**src/rtl/devil_snoop_scheduler.sv**
```systemverilog
// rtl/devil_snoop_scheduler.sv - ACE snoop request queue with engine dispatch and ordered responses
// Optional feature macro: DEVIL_SCHED_TIMEOUT_EN (engine response timeout in SCH_WAIT).
// Ports:
//   ace_aclk / ace_areset          clock, asynchronous active-high reset
//   acvalid/acready/acaddr/acsnoop snoop request channel into the queue
//   crvalid/crready/crresp         snoop response channel, strictly in acceptance order
//   eng_start/eng_acaddr/eng_acsnoop  one-cycle dispatch of the queue head to the engine
//   eng_done/eng_crresp            engine completion and its response
//   i_control_reg                  [0] enable, [1] bypass, [6:2] default crresp
//   o_status_reg                   [2:0] level, [3] busy, [4] timeout sticky, [31:16] serviced count
module devil_snoop_scheduler #(
    parameter int C_S_AXI_DATA_WIDTH = 32,
    parameter int C_ACE_ADDR_WIDTH   = 44,
    parameter int FIFO_DEPTH         = 4,
    parameter int TIMEOUT_CYCLES     = 1024
) (
    input  logic                          ace_aclk,
    input  logic                          ace_areset,
    input  logic                          acvalid,
    output logic                          acready,
    input  logic [C_ACE_ADDR_WIDTH-1:0]   acaddr,
    input  logic [3:0]                    acsnoop,
    output logic                          crvalid,
    input  logic                          crready,
    output logic [4:0]                    crresp,
    output logic                          eng_start,
    output logic [C_ACE_ADDR_WIDTH-1:0]   eng_acaddr,
    output logic [3:0]                    eng_acsnoop,
    input  logic                          eng_done,
    input  logic [4:0]                    eng_crresp,
    input  logic [C_S_AXI_DATA_WIDTH-1:0] i_control_reg,
    output logic [C_S_AXI_DATA_WIDTH-1:0] o_status_reg
);
    localparam int PTR_W = (FIFO_DEPTH > 1) ? $clog2(FIFO_DEPTH) : 1;
    localparam int LVL_W = $clog2(FIFO_DEPTH + 1);

    typedef enum logic [1:0] {
        SCH_IDLE     = 2'd0,
        SCH_DISPATCH = 2'd1,
        SCH_WAIT     = 2'd2,
        SCH_RESP     = 2'd3
    } sch_state_t;

    sch_state_t                  r_state;
    logic [C_ACE_ADDR_WIDTH-1:0] r_fifo_addr  [FIFO_DEPTH];
    logic [3:0]                  r_fifo_snoop [FIFO_DEPTH];
    logic [PTR_W-1:0]            r_wr_ptr;
    logic [PTR_W-1:0]            r_rd_ptr;
    logic [LVL_W-1:0]            r_level;
    logic                        r_crvalid;
    logic [4:0]                  r_crresp;
    logic                        r_eng_start;
    logic [C_ACE_ADDR_WIDTH-1:0] r_eng_acaddr;
    logic [3:0]                  r_eng_acsnoop;
    logic [15:0]                 r_serviced;
`ifdef DEVIL_SCHED_TIMEOUT_EN
    localparam int CNT_W = (TIMEOUT_CYCLES > 1) ? $clog2(TIMEOUT_CYCLES) : 1;
    logic [CNT_W-1:0]            r_wait_cnt;
    logic                        r_timeout_sticky;
`endif

    logic       w_enable;
    logic       w_bypass;
    logic [4:0] w_dflt_resp;
    logic       w_push;
    logic       w_pop;
    logic       w_unused_ctrl;

    assign w_enable      = i_control_reg[0];
    assign w_bypass      = i_control_reg[1];
    assign w_dflt_resp   = i_control_reg[6:2];
    assign w_unused_ctrl = ^i_control_reg[C_S_AXI_DATA_WIDTH-1:7];

    // acready comes straight from the registered level so a full queue never takes a push,
    // even when the head is being popped in the same cycle.
    assign acready = (r_level < LVL_W'(FIFO_DEPTH));
    assign w_push  = acvalid && acready;
    assign w_pop   = r_crvalid && crready;

    assign crvalid     = r_crvalid;
    assign crresp      = r_crresp;
    assign eng_start   = r_eng_start;
    assign eng_acaddr  = r_eng_acaddr;
    assign eng_acsnoop = r_eng_acsnoop;

    // Queue storage carries no reset; validity is tracked entirely by the pointers and level.
    always_ff @(posedge ace_aclk) begin
        if (w_push) begin
            r_fifo_addr[r_wr_ptr]  <= acaddr;
            r_fifo_snoop[r_wr_ptr] <= acsnoop;
        end
    end

    always_ff @(posedge ace_aclk or posedge ace_areset) begin
        if (ace_areset) begin
            r_wr_ptr <= '0;
            r_rd_ptr <= '0;
            r_level  <= '0;
        end else begin
            if (w_push) r_wr_ptr <= r_wr_ptr + 1'b1;
            if (w_pop)  r_rd_ptr <= r_rd_ptr + 1'b1;
            if (w_push && !w_pop)      r_level <= r_level + 1'b1;
            else if (!w_push && w_pop) r_level <= r_level - 1'b1;
        end
    end

    // Scheduler: only the head entry is ever in flight, which gives in-order responses.
    // Path selection is sampled once in SCH_IDLE, so control changes never redirect an
    // in-flight snoop.
    always_ff @(posedge ace_aclk or posedge ace_areset) begin
        if (ace_areset) begin
            r_state          <= SCH_IDLE;
            r_crvalid        <= 1'b0;
            r_crresp         <= '0;
            r_eng_start      <= 1'b0;
            r_eng_acaddr     <= '0;
            r_eng_acsnoop    <= '0;
            r_serviced       <= '0;
`ifdef DEVIL_SCHED_TIMEOUT_EN
            r_wait_cnt       <= '0;
            r_timeout_sticky <= 1'b0;
`endif
        end else begin
            r_eng_start <= 1'b0;
            case (r_state)
                SCH_IDLE: begin
                    if (r_level != '0) begin
                        if (w_enable && !w_bypass) begin
                            r_state       <= SCH_DISPATCH;
                            r_eng_start   <= 1'b1;
                            r_eng_acaddr  <= r_fifo_addr[r_rd_ptr];
                            r_eng_acsnoop <= r_fifo_snoop[r_rd_ptr];
                        end else begin
                            r_state   <= SCH_RESP;
                            r_crvalid <= 1'b1;
                            r_crresp  <= w_dflt_resp;
                        end
                    end
                end
                SCH_DISPATCH: begin
                    r_state <= SCH_WAIT;
`ifdef DEVIL_SCHED_TIMEOUT_EN
                    r_wait_cnt <= '0;
`endif
                end
                SCH_WAIT: begin
                    // eng_done is checked first so it wins over a coinciding timeout.
                    if (eng_done) begin
                        r_state   <= SCH_RESP;
                        r_crvalid <= 1'b1;
                        r_crresp  <= eng_crresp;
                    end
`ifdef DEVIL_SCHED_TIMEOUT_EN
                    else if (r_wait_cnt == CNT_W'(TIMEOUT_CYCLES - 1)) begin
                        r_state          <= SCH_RESP;
                        r_crvalid        <= 1'b1;
                        r_crresp         <= w_dflt_resp;
                        r_timeout_sticky <= 1'b1;
                    end else begin
                        r_wait_cnt <= r_wait_cnt + 1'b1;
                    end
`endif
                end
                SCH_RESP: begin
                    if (crready) begin
                        r_state    <= SCH_IDLE;
                        r_crvalid  <= 1'b0;
                        r_serviced <= r_serviced + 16'd1;
                    end
                end
                default: r_state <= SCH_IDLE;
            endcase
`ifdef DEVIL_SCHED_TIMEOUT_EN
            if (!w_enable) r_timeout_sticky <= 1'b0;
`endif
        end
    end

    always_comb begin
        o_status_reg        = '0;
        o_status_reg[2:0]   = 3'(r_level);
        o_status_reg[3]     = (r_state != SCH_IDLE);
`ifdef DEVIL_SCHED_TIMEOUT_EN
        o_status_reg[4]     = r_timeout_sticky;
`endif
        o_status_reg[31:16] = r_serviced;
    end
endmodule

```
**config.mk**
```make
export PLATFORM = sky130hd
export DESIGN_NAME = devil_snoop_scheduler
export DESIGN_NICKNAME = d
export VERILOG_FILES = /design/src/rtl/devil_snoop_scheduler.sv
export SDC_FILE = /design/constraint.sdc
export NUM_CORES = 1
export LEC_CHECK = 0
export CAP_MARGIN = 30
export CORE_ASPECT_RATIO = 1.25
export CORE_MARGIN = 4
export CORE_UTILIZATION = 48
export CTS_CLUSTER_SIZE = 20
export DETAILED_ROUTE_END_ITERATION = 7
export GPL_TIMING_DRIVEN = 0
export PLACE_DENSITY = 0.81
export SYNTH_ARGS = -nofsm -noshare
export SYNTH_HDL_FRONTEND = slang
export SYNTH_SLANG_ARGS = --single-unit
```
**constraint.sdc**
```tcl
create_clock -name ace_aclk -period 2.44 [get_ports ace_aclk]
set_clock_uncertainty 0.1 [all_clocks]
set_input_delay 0.488 -clock ace_aclk [delete_from_list [all_inputs] [get_ports ace_aclk]]
set_output_delay 0.488 -clock ace_aclk [all_outputs]
set_load 0.005 [all_outputs]
```
## Word level (Yosys, flattened, before mapping)

Memory sizes are Yosys's and may differ from the RTL's. A register that Yosys moved wholly into a read port is not among the register bits.
Cells that the tools add are included.

- $add $sub $neg: 5
- Order comparisons: 1
- Equality and inequality tests: 7
- Multiplexer cells: 21
- Reductions and logical operators: 19

Operators by type and width:

| cell | count |
|---|---|
| 16-bit by 1-bit adder with 16-bit output (second input constant) | 1 |
| 5-bit two-way mux | 3 |
| 5-bit one-hot mux with 2 select lines | 1 |
| 1-bit two-way mux | 9 |
| 2-bit two-way mux | 4 |
| 2-bit inequality test (second input constant) | 4 |
| 2-bit one-hot mux with 4 select lines | 1 |
| 3-bit two-way mux | 2 |
| 3-bit AND reduction | 2 |
| 2-bit nonzero test | 3 |
| 3-bit nonzero test | 2 |
| 1-bit logical AND | 5 |
| 5-bit AND reduction | 1 |
| 2-bit by 1-bit adder with 2-bit output (second input constant) | 2 |
| 2-bit == test (second input constant) | 2 |
| 4-bit AND reduction | 1 |
| 3-bit by 1-bit adder with 3-bit output (second input constant) | 1 |
| 1-bit zero test | 3 |
| 3-bit less-than comparator (second input constant) | 1 |
| 1-bit one-hot mux with 3 select lines | 1 |
| 3-bit by 1-bit subtractor with 3-bit output (second input constant) | 1 |
| 2-bit by 1-bit == test with 1-bit output (second input constant) | 1 |
| 2-bit zero test | 1 |
| 2-bit AND reduction | 1 |

- Register bits: 32
- Memory bits (writable): 192
- Word-level logic and storage cells: 63
- Memories: 2

Memory list:

| name | depth | width | read ports | clocked after Yosys merged registers in | write ports | line | source |
|---|---|---|---|---|---|---|---|
| r_fifo_addr | 4 | 44 | 1 | 1 | 1 | 45 | `logic [C_ACE_ADDR_WIDTH-1:0] r_fifo_addr [FIFO_DEPTH];` |
| r_fifo_snoop | 4 | 4 | 1 | 1 | 1 | 46 | `logic [3:0] r_fifo_snoop [FIFO_DEPTH];` |

## Depth between registers and ports, before layout

Gate-level depths: netlist of run 1.

- Depth after elaboration: 6
- Gate-level depth with buffers: 8
- Gate-level depth less buffers: 7

## Least setup slack after synthesis of run 1

Ideal clock, no wire load.

- Path type: input port to flip-flop
- Start point: in acvalid
- End point: mem r_fifo_addr[2][0], enable pin
- Arrival time: 2.012 ns
- Slack: -0.083 ns
- Stages: 3
- Cells stage by stage: nor2b_1 -> clkbuf_1 -> and2_1

- Word-level cells in the longest chain between the ends: 3

Ends and longest elaborated chain:

| what | line | source |
|---|---|---|
| from (decl) | 19 | `input logic acvalid,` |
| 1-bit logical AND | 77 | `assign w_push = acvalid && acready;` |
| named net w_push | 65 | `logic w_push;` |
| 1-bit two-way mux | 88 | `if (w_push) begin` |
| 1-bit two-way mux (not written as such) | 89 | `r_fifo_addr[r_wr_ptr] <= acaddr;` |
| to (decl) | 45 |  |

The timed path passes the listed nets, and every way through them passes these cells.

## Worst setup path after layout of run 1

- Start point: in acvalid
- End point: mem r_fifo_addr[3][5], enable pin

Same word-level chain as after synthesis.

==> run_results.csv, run 1 <==
group,metric,value,unit
drt,first_iter_violations,287,
cts,cts_tree,"yes",
setup_path,timing.rr.start,"r_level[2]",
cells_and_area,drive_gt1_frac,0.266,
setup_path,crit_fanout,30,
timing,grt_setup_unrepaired,"yes",
timing,timing.final.crit_share,0.965,
logic_synthesis,syn_area_per_cell,20.6,um^2
timing,drv_slew,0,
setup_path,setup.worst_path.start_class,"input pin",
floorplanning,io_pins,178,
cells_and_area,fin_cells,985,
logic_synthesis,yosysSeqAreaShare,0.746,
global_route,grt_overflow,0,
cells_and_area,fin_area,13200,um^2
cts,cts_hold_buffers,0,
status,status,"finished clean",
floorplanning,die_h,173,um
timing,hold_viol_final,0,
placed_design,dpl.hpwl,13300,um
placed_design,placedCellCount,935,
power,power_density,1140,nW/um^2
logic_synthesis,synth_top_cell_by_area,"edfxtp_1",
logic_synthesis,postSynthCellCount,504,
setup_path,cpLargestDelayFamily,"buffers and inverters",
cells_and_area,nets,792,
cts,cts_root_buf,"clkbuf_16",
logic_synthesis,synth.yosys.warnings,0,
global_route,grt_pass1_vias,5766,
cells_and_area,area_growth,27.0,%
logic_synthesis,synth_area,10400,um^2
drt,final_antenna_net_count,0,
global_route,antenna_found_initial,1,
placed_design,dpl_cell_area,12300,um^2
global_route,grt_max_degree,39,
setup_path,arrival,2.48,ns
cts,clkSlewWorstSetupHoldPaths,0.06,ns
worst_hold_path,hold_class,"in2async",
drt,drc,0,
drt,routed_wl,20500,um
setup_path,cp-startpoint,"acvalid",
floorplanning,rows,59,
cts,cts_made_buffers,27,
logic_synthesis,synth_top_cell_area_share,0.554,
timing,setup_violations,0,
run,maxCapViolCount,0,
timing,maxSlewHeadroom,0.379,
power,p_leak,4.80,nW
placed_design,gp_congestion,0.787,
floorplanning,start_util,0.493,
setup_path,critPathSlowestCell,"and2_2",
setup_path,crit_buf_inv,3,
cts,htreeDepth,1,
timing,max_freq,425,MHz
logic_synthesis,synth_cell_types,35,
cts,clock_path_buffers,3,
floorplanning,die-area,24100,um^2
drt,wire_per_inst,20.8,um
setup_path,cp-end-kind,"flop",
cts,cts.sinks,272,
floorplanning,core_area,21100,um^2
cells_and_area,antenna_cells,0,
floorplanning,die_w,140,um
drt,drt_pass1_iterations,4,
logic_synthesis,synthTopCellsByArea,"edfxtp_1 (55%), dfrtp_1 (19%), mux4_2 (10%)",
logic_synthesis,ys_seq_elements,272,
drt,routed-via-count,5222,
global_route,grt_pass1_wl,32600,um
setup_path,slowest_delay,0.83,ns
setup_path,worstSetupPathType,"in2reg",
timing,tightest_slew,0.932,ns
global_route,track_usage,0.170,
setup_path,crit_chain,"clkdlybuf4s50_1 > nor2b_1 > clkbuf_1 > and2_2 > buf_12",
timing,finalCriticalPeriod,2.35,ns
power,ir_drop,741,uV
placed_design,port_buffers,140,
setup_path,required,2.56,ns
cts,clk_latency,0.52,ns
drt,via_per_inst,5.30,
## what timing repair did
action	4_1_cts	5_1_grt
buffers inserted	0	1
resized for setup	0	1
endpoints found under the hold margin	0	0
endpoints found under the setup margin	0	86
## registers in the layout, summed over array words and instances, names as in the netlist
register      count
crvalid           1
r_fifo_snoop     16
r_level           3
eng_start         1
r_serviced       16
r_wr_ptr          2
crresp            5
r_state           2
r_fifo_addr     176
eng_acaddr       44
r_rd_ptr          2
eng_acsnoop       4
## cells in the mapped netlist
library cell and count:
or2_1 1, mux2i_1 2, nor4_2 1, nand2_1 8
nor2b_1 1, fa_1 1, nor4_1 1, inv_1 11
conb_1 1, nor2_1 6, buf_6 6, buf_1 2
nand3_1 5, and3_1 2, xnor2_1 12, o21ai_0 4
dfrtp_1 80, mux2_2 59, buf_2 5, a21oi_1 1
mux4_2 48, a2bb2oi_1 1, and2_1 5, buf_4 14
edfxtp_1 192, nand3b_1 2, clkbuf_1 3, mux2_4 1
a22o_1 1, nand4_1 6, xor2_1 9, nor2_2 1
ha_1 10, nor3_2 1, nor3_1 1
## cell usage in the layout, fill, tap and decap left out, types with 3 or more instances in the layout
cell type          n
clkinvlp_4         3
xor2_1             9
clkdlybuf4s50_1  140
buf_6              6
clkinv_2           6
buf_2              5
xnor2_1           12
buf_4             15
nand4_1            6
nand3_1            5
inv_1             10
clkbuf_1          10
buf_12             6
o21ai_0            4
bufinv_16          4
conb_1            12
nor2_1             5
clkbuf_16         27
dfrtp_1           80
mux2_2            59
and2_2             4
mux4_2            48
nand2_1            8
ha_1              10
edfxtp_1         192
## path summary, 6_finish.rpt
path                                           to  slack [ns]  cells after the start
worst max-delay path            r_fifo_addr[3][5]        0.09                      5
worst min-delay path                r_serviced[6]        0.15                      2
worst max register to register  r_fifo_addr[3][5]        0.09                      4
min in group ace_aclk              r_serviced[15]        0.38                      1
worst min register to register     r_serviced[15]        0.38                      1
max in group asynchronous           eng_acaddr[2]        1.59                      3
## metrics by stage
step	utilization	total power, mW	hold WS (ns)	setup TNS, ns	setup slack, ns
floorplan	-	9.04	0.368	0	0.428
global placement	0.578	10.9	0.363	-132.75	-0.623
detailed placement	0.584	11.1	0.373	-67.29	-0.460
CTS	0.625	15.3	0.141	0	0.0327
global route	0.626	15.9	0.158	-3.38	-0.0587
finish	0.626	15.1	0.154	0	0.0862
## logic make-up (layout without fill, tap and decap cells)
logic type      count (synthesis)  in the layout  synth area share
flops                         272            272             0.746
mux                           110            110             0.171
simple gates                   41             41            0.0218
buf+inv                        41            237            0.0248
xor+xnor                       21             21            0.0177
fa+ha+maj                      11             11            0.0139
compound gates                  7              7           0.00409
other cells                     1             12          0.000360
## report_power, final
group          switching, mW  total (mW)  internal [mW]
registers              0.519        6.54           6.02
logic                   1.78        4.43           2.65
clock network           1.66        4.12           2.46
total                   3.96        15.1           11.1
## cell type report
cell class                      count  area (um^2)
Buffer                             30          216
Clock buffer                       34          702
Clock inverter                     15          181
Fill cell                        1456         7900
Inverter                           11         45.0
Multi-Input combinational cell    202         2430
Sequential cell                   272         7770
Tap cell                          274          343
Timing Repair Buffer              147         1530
## routing by layer
metal | part of all wire | up-vias | global-route usage
met5 | 0.00063 | - | 0
met4 | 0.015 | 2 | 0.0363
li1 | - | 2316 | -
met3 | 0.062 | 31 | 0.0354
met1 | 0.39 | 2698 | 0.216
met2 | 0.53 | 175 | 0.303
No activity file was read; power rests on OpenSTA's default activity.
==> run 2, diff against run 1 <==
--- a/config.mk
+++ b/config.mk
@@ -12,7 +12,9 @@
 export CTS_CLUSTER_SIZE = 20
 export DETAILED_ROUTE_END_ITERATION = 7
 export GPL_TIMING_DRIVEN = 0
+export MAX_ROUTING_LAYER = met4
 export PLACE_DENSITY = 0.81
+export SETUP_SLACK_MARGIN = 0.2
 export SYNTH_ARGS = -nofsm -noshare
 export SYNTH_HDL_FRONTEND = slang
 export SYNTH_SLANG_ARGS = --single-unit
==> run_results.csv, run 2 (synthesis results as in run 1) <==
group,metric,value,unit
setup_path,setup.worst_path.start_class,"flop",
timing,setup_violations,0,
cells_and_area,drive_gt1_frac,0.272,
floorplanning,die_h,173,um
floorplanning,die-area,24100,um^2
setup_path,r2r_end,"r_fifo_addr[3][5]",
placed_design,placedCellCount,935,
run,maxCapViolCount,0,
global_route,gr-usage-met1,0.215,
cells_and_area,fin_area,13200,um^2
cts,clk_latency,0.52,ns
drt,final_antenna_net_count,0,
setup_path,reg2reg_depth,4,
global_route,grt_pass1_vias,5803,
setup_path,worstSetupPathType,"reg2reg",
cts,cts.sinks,272,
timing,drv_slew,0,
cells_and_area,regMostFlops,"r_fifo_addr",
placed_design,port_buffers,140,
timing,grt_setup_unrepaired,"yes",
setup_path,r2r_setup_slack,0.20,ns
power,power_density,1140,nW/um^2
cts,cts_made_buffers,27,
timing,tightest_slew,0.916,ns
setup_path,arrival,2.36,ns
placed_design,dpl.hpwl,13300,um
cells_and_area,largest_reg_flops,176,
placed_design,gp_congestion,0.802,
drt,wire_per_inst,20.8,um
global_route,track_usage,0.175,
drt,drc,0,
cts,cts_tree,"yes",
status,status,"finished clean",
setup_path,crit_fanout,30,
drt,via_per_inst,5.33,
power,ir_drop,740,uV
setup_path,required,2.56,ns
timing,max_freq,447,MHz
floorplanning,rows,59,
floorplanning,core_area,21100,um^2
drt,first_iter_violations,262,
power,p_leak,4.81,nW
cells_and_area,fin_cells,987,
global_route,grt_overflow,0,
global_route,grt_util_met2,0.303,
floorplanning,io_pins,178,
drt,routed_wl,20600,um
global_route,grt-busiest-layer,"met2",
power,power.total,15.1,mW
setup_path,timing.rr.start,"r_level[2]",
worst_hold_path,hold_class,"in2async",
timing,maxSlewHeadroom,0.389,
floorplanning,start_util,0.493,
drt,routed-via-count,5260,
cts,htreeDepth,1,
cts,cts_root_buf,"clkbuf_16",
cells_and_area,area_growth,27.3,%
global_route,grt_max_degree,39,
setup_path,cp-end-kind,"flop",
cells_and_area,final_common_cell,"edfxtp_1",
cells_and_area,layout_common_cells,"edfxtp_1 (192), clkdlybuf4s50_1 (139), dfrtp_1 (80)",
global_route,use_met3,0.0356,
global_route,antenna_found_initial,1,
global_route,grt_pass1_wl,32700,um
cts,clkSlewWorstSetupHoldPaths,0.06,ns
floorplanning,die_w,140,um
placed_design,dpl_cell_area,12300,um^2
drt,drt_pass1_iterations,4,
timing,hold_viol_final,0,
timing,timing.final.crit_share,0.916,
cells_and_area,nets,793,
timing,finalCriticalPeriod,2.24,ns
cts,clock_path_buffers,3,
## run 2: cell type report
class                           count  area, um^2
Fill cell                        1446        7870
Sequential cell                   272        7770
Multi-Input combinational cell    202        2450
Timing Repair Buffer              148        1540
Clock buffer                       34         702
Tap cell                          274         343
Buffer                             30         218
Clock inverter                     15         181
Inverter                           11        45.0
Antenna cell                        1        2.50
## run 2: worst max-delay path, cell delays in order, from the launching register on
cell      delay, ns
dfrtp_1        0.42
nor2b_1        0.14
clkbuf_2       0.21
and2_2         0.78
buf_12         0.26
## run 2: where the power goes
group          internal (mW)  switching (mW)
sequential              6.02           0.515
combinational           2.67            1.80
clock                   2.46            1.66
## run 2: what timing repair did
action,CTS,global route
cloned,0,0
pin swaps,1,0
buffers inserted,2,0
resized for setup,8,2
setup endpoints to repair,115,145
hold buffers,0,0
## run 2: stage by stage
| stage | hold WS, ns | setup TNS [ns] | setup slack, ns | util |
|---|---|---|---|---|
| finish | 0.154 | 0 | 0.205 | 0.627 |
| global route | 0.158 | 0 | 0.0823 | 0.627 |
| CTS | 0.141 | 0 | 0.0525 | 0.627 |
| detailed placement | 0.373 | -67.29 | -0.460 | 0.584 |
| global placement | 0.363 | -132.75 | -0.623 | 0.578 |
| floorplan | 0.368 | 0 | 0.428 | - |
## run 2: how the worst max path moves through the flow
stage | end | startpoint | cells after the start | slack [ns]
after floorplan | r_fifo_addr[0][0] | acvalid | 3 | 0.43
after global placement | r_fifo_addr[3][35] | acvalid | 4 | -0.62
after detailed placement | r_fifo_addr[1][37] | acvalid | 5 | -0.46
after CTS | r_fifo_addr[3][5] | r_level[2] | 4 | 0.05
after global routing | r_fifo_addr[3][5] | r_level[2] | 4 | 0.08
final | r_fifo_addr[3][5] | r_level[2] | 4 | 0.20
## run 2: routing by layer
metal  part of all wire  vias up
li1                   -     2324
met3              0.068       27
met1               0.39     2708
met4              0.016        0
met2               0.53      201
met5                  0        -
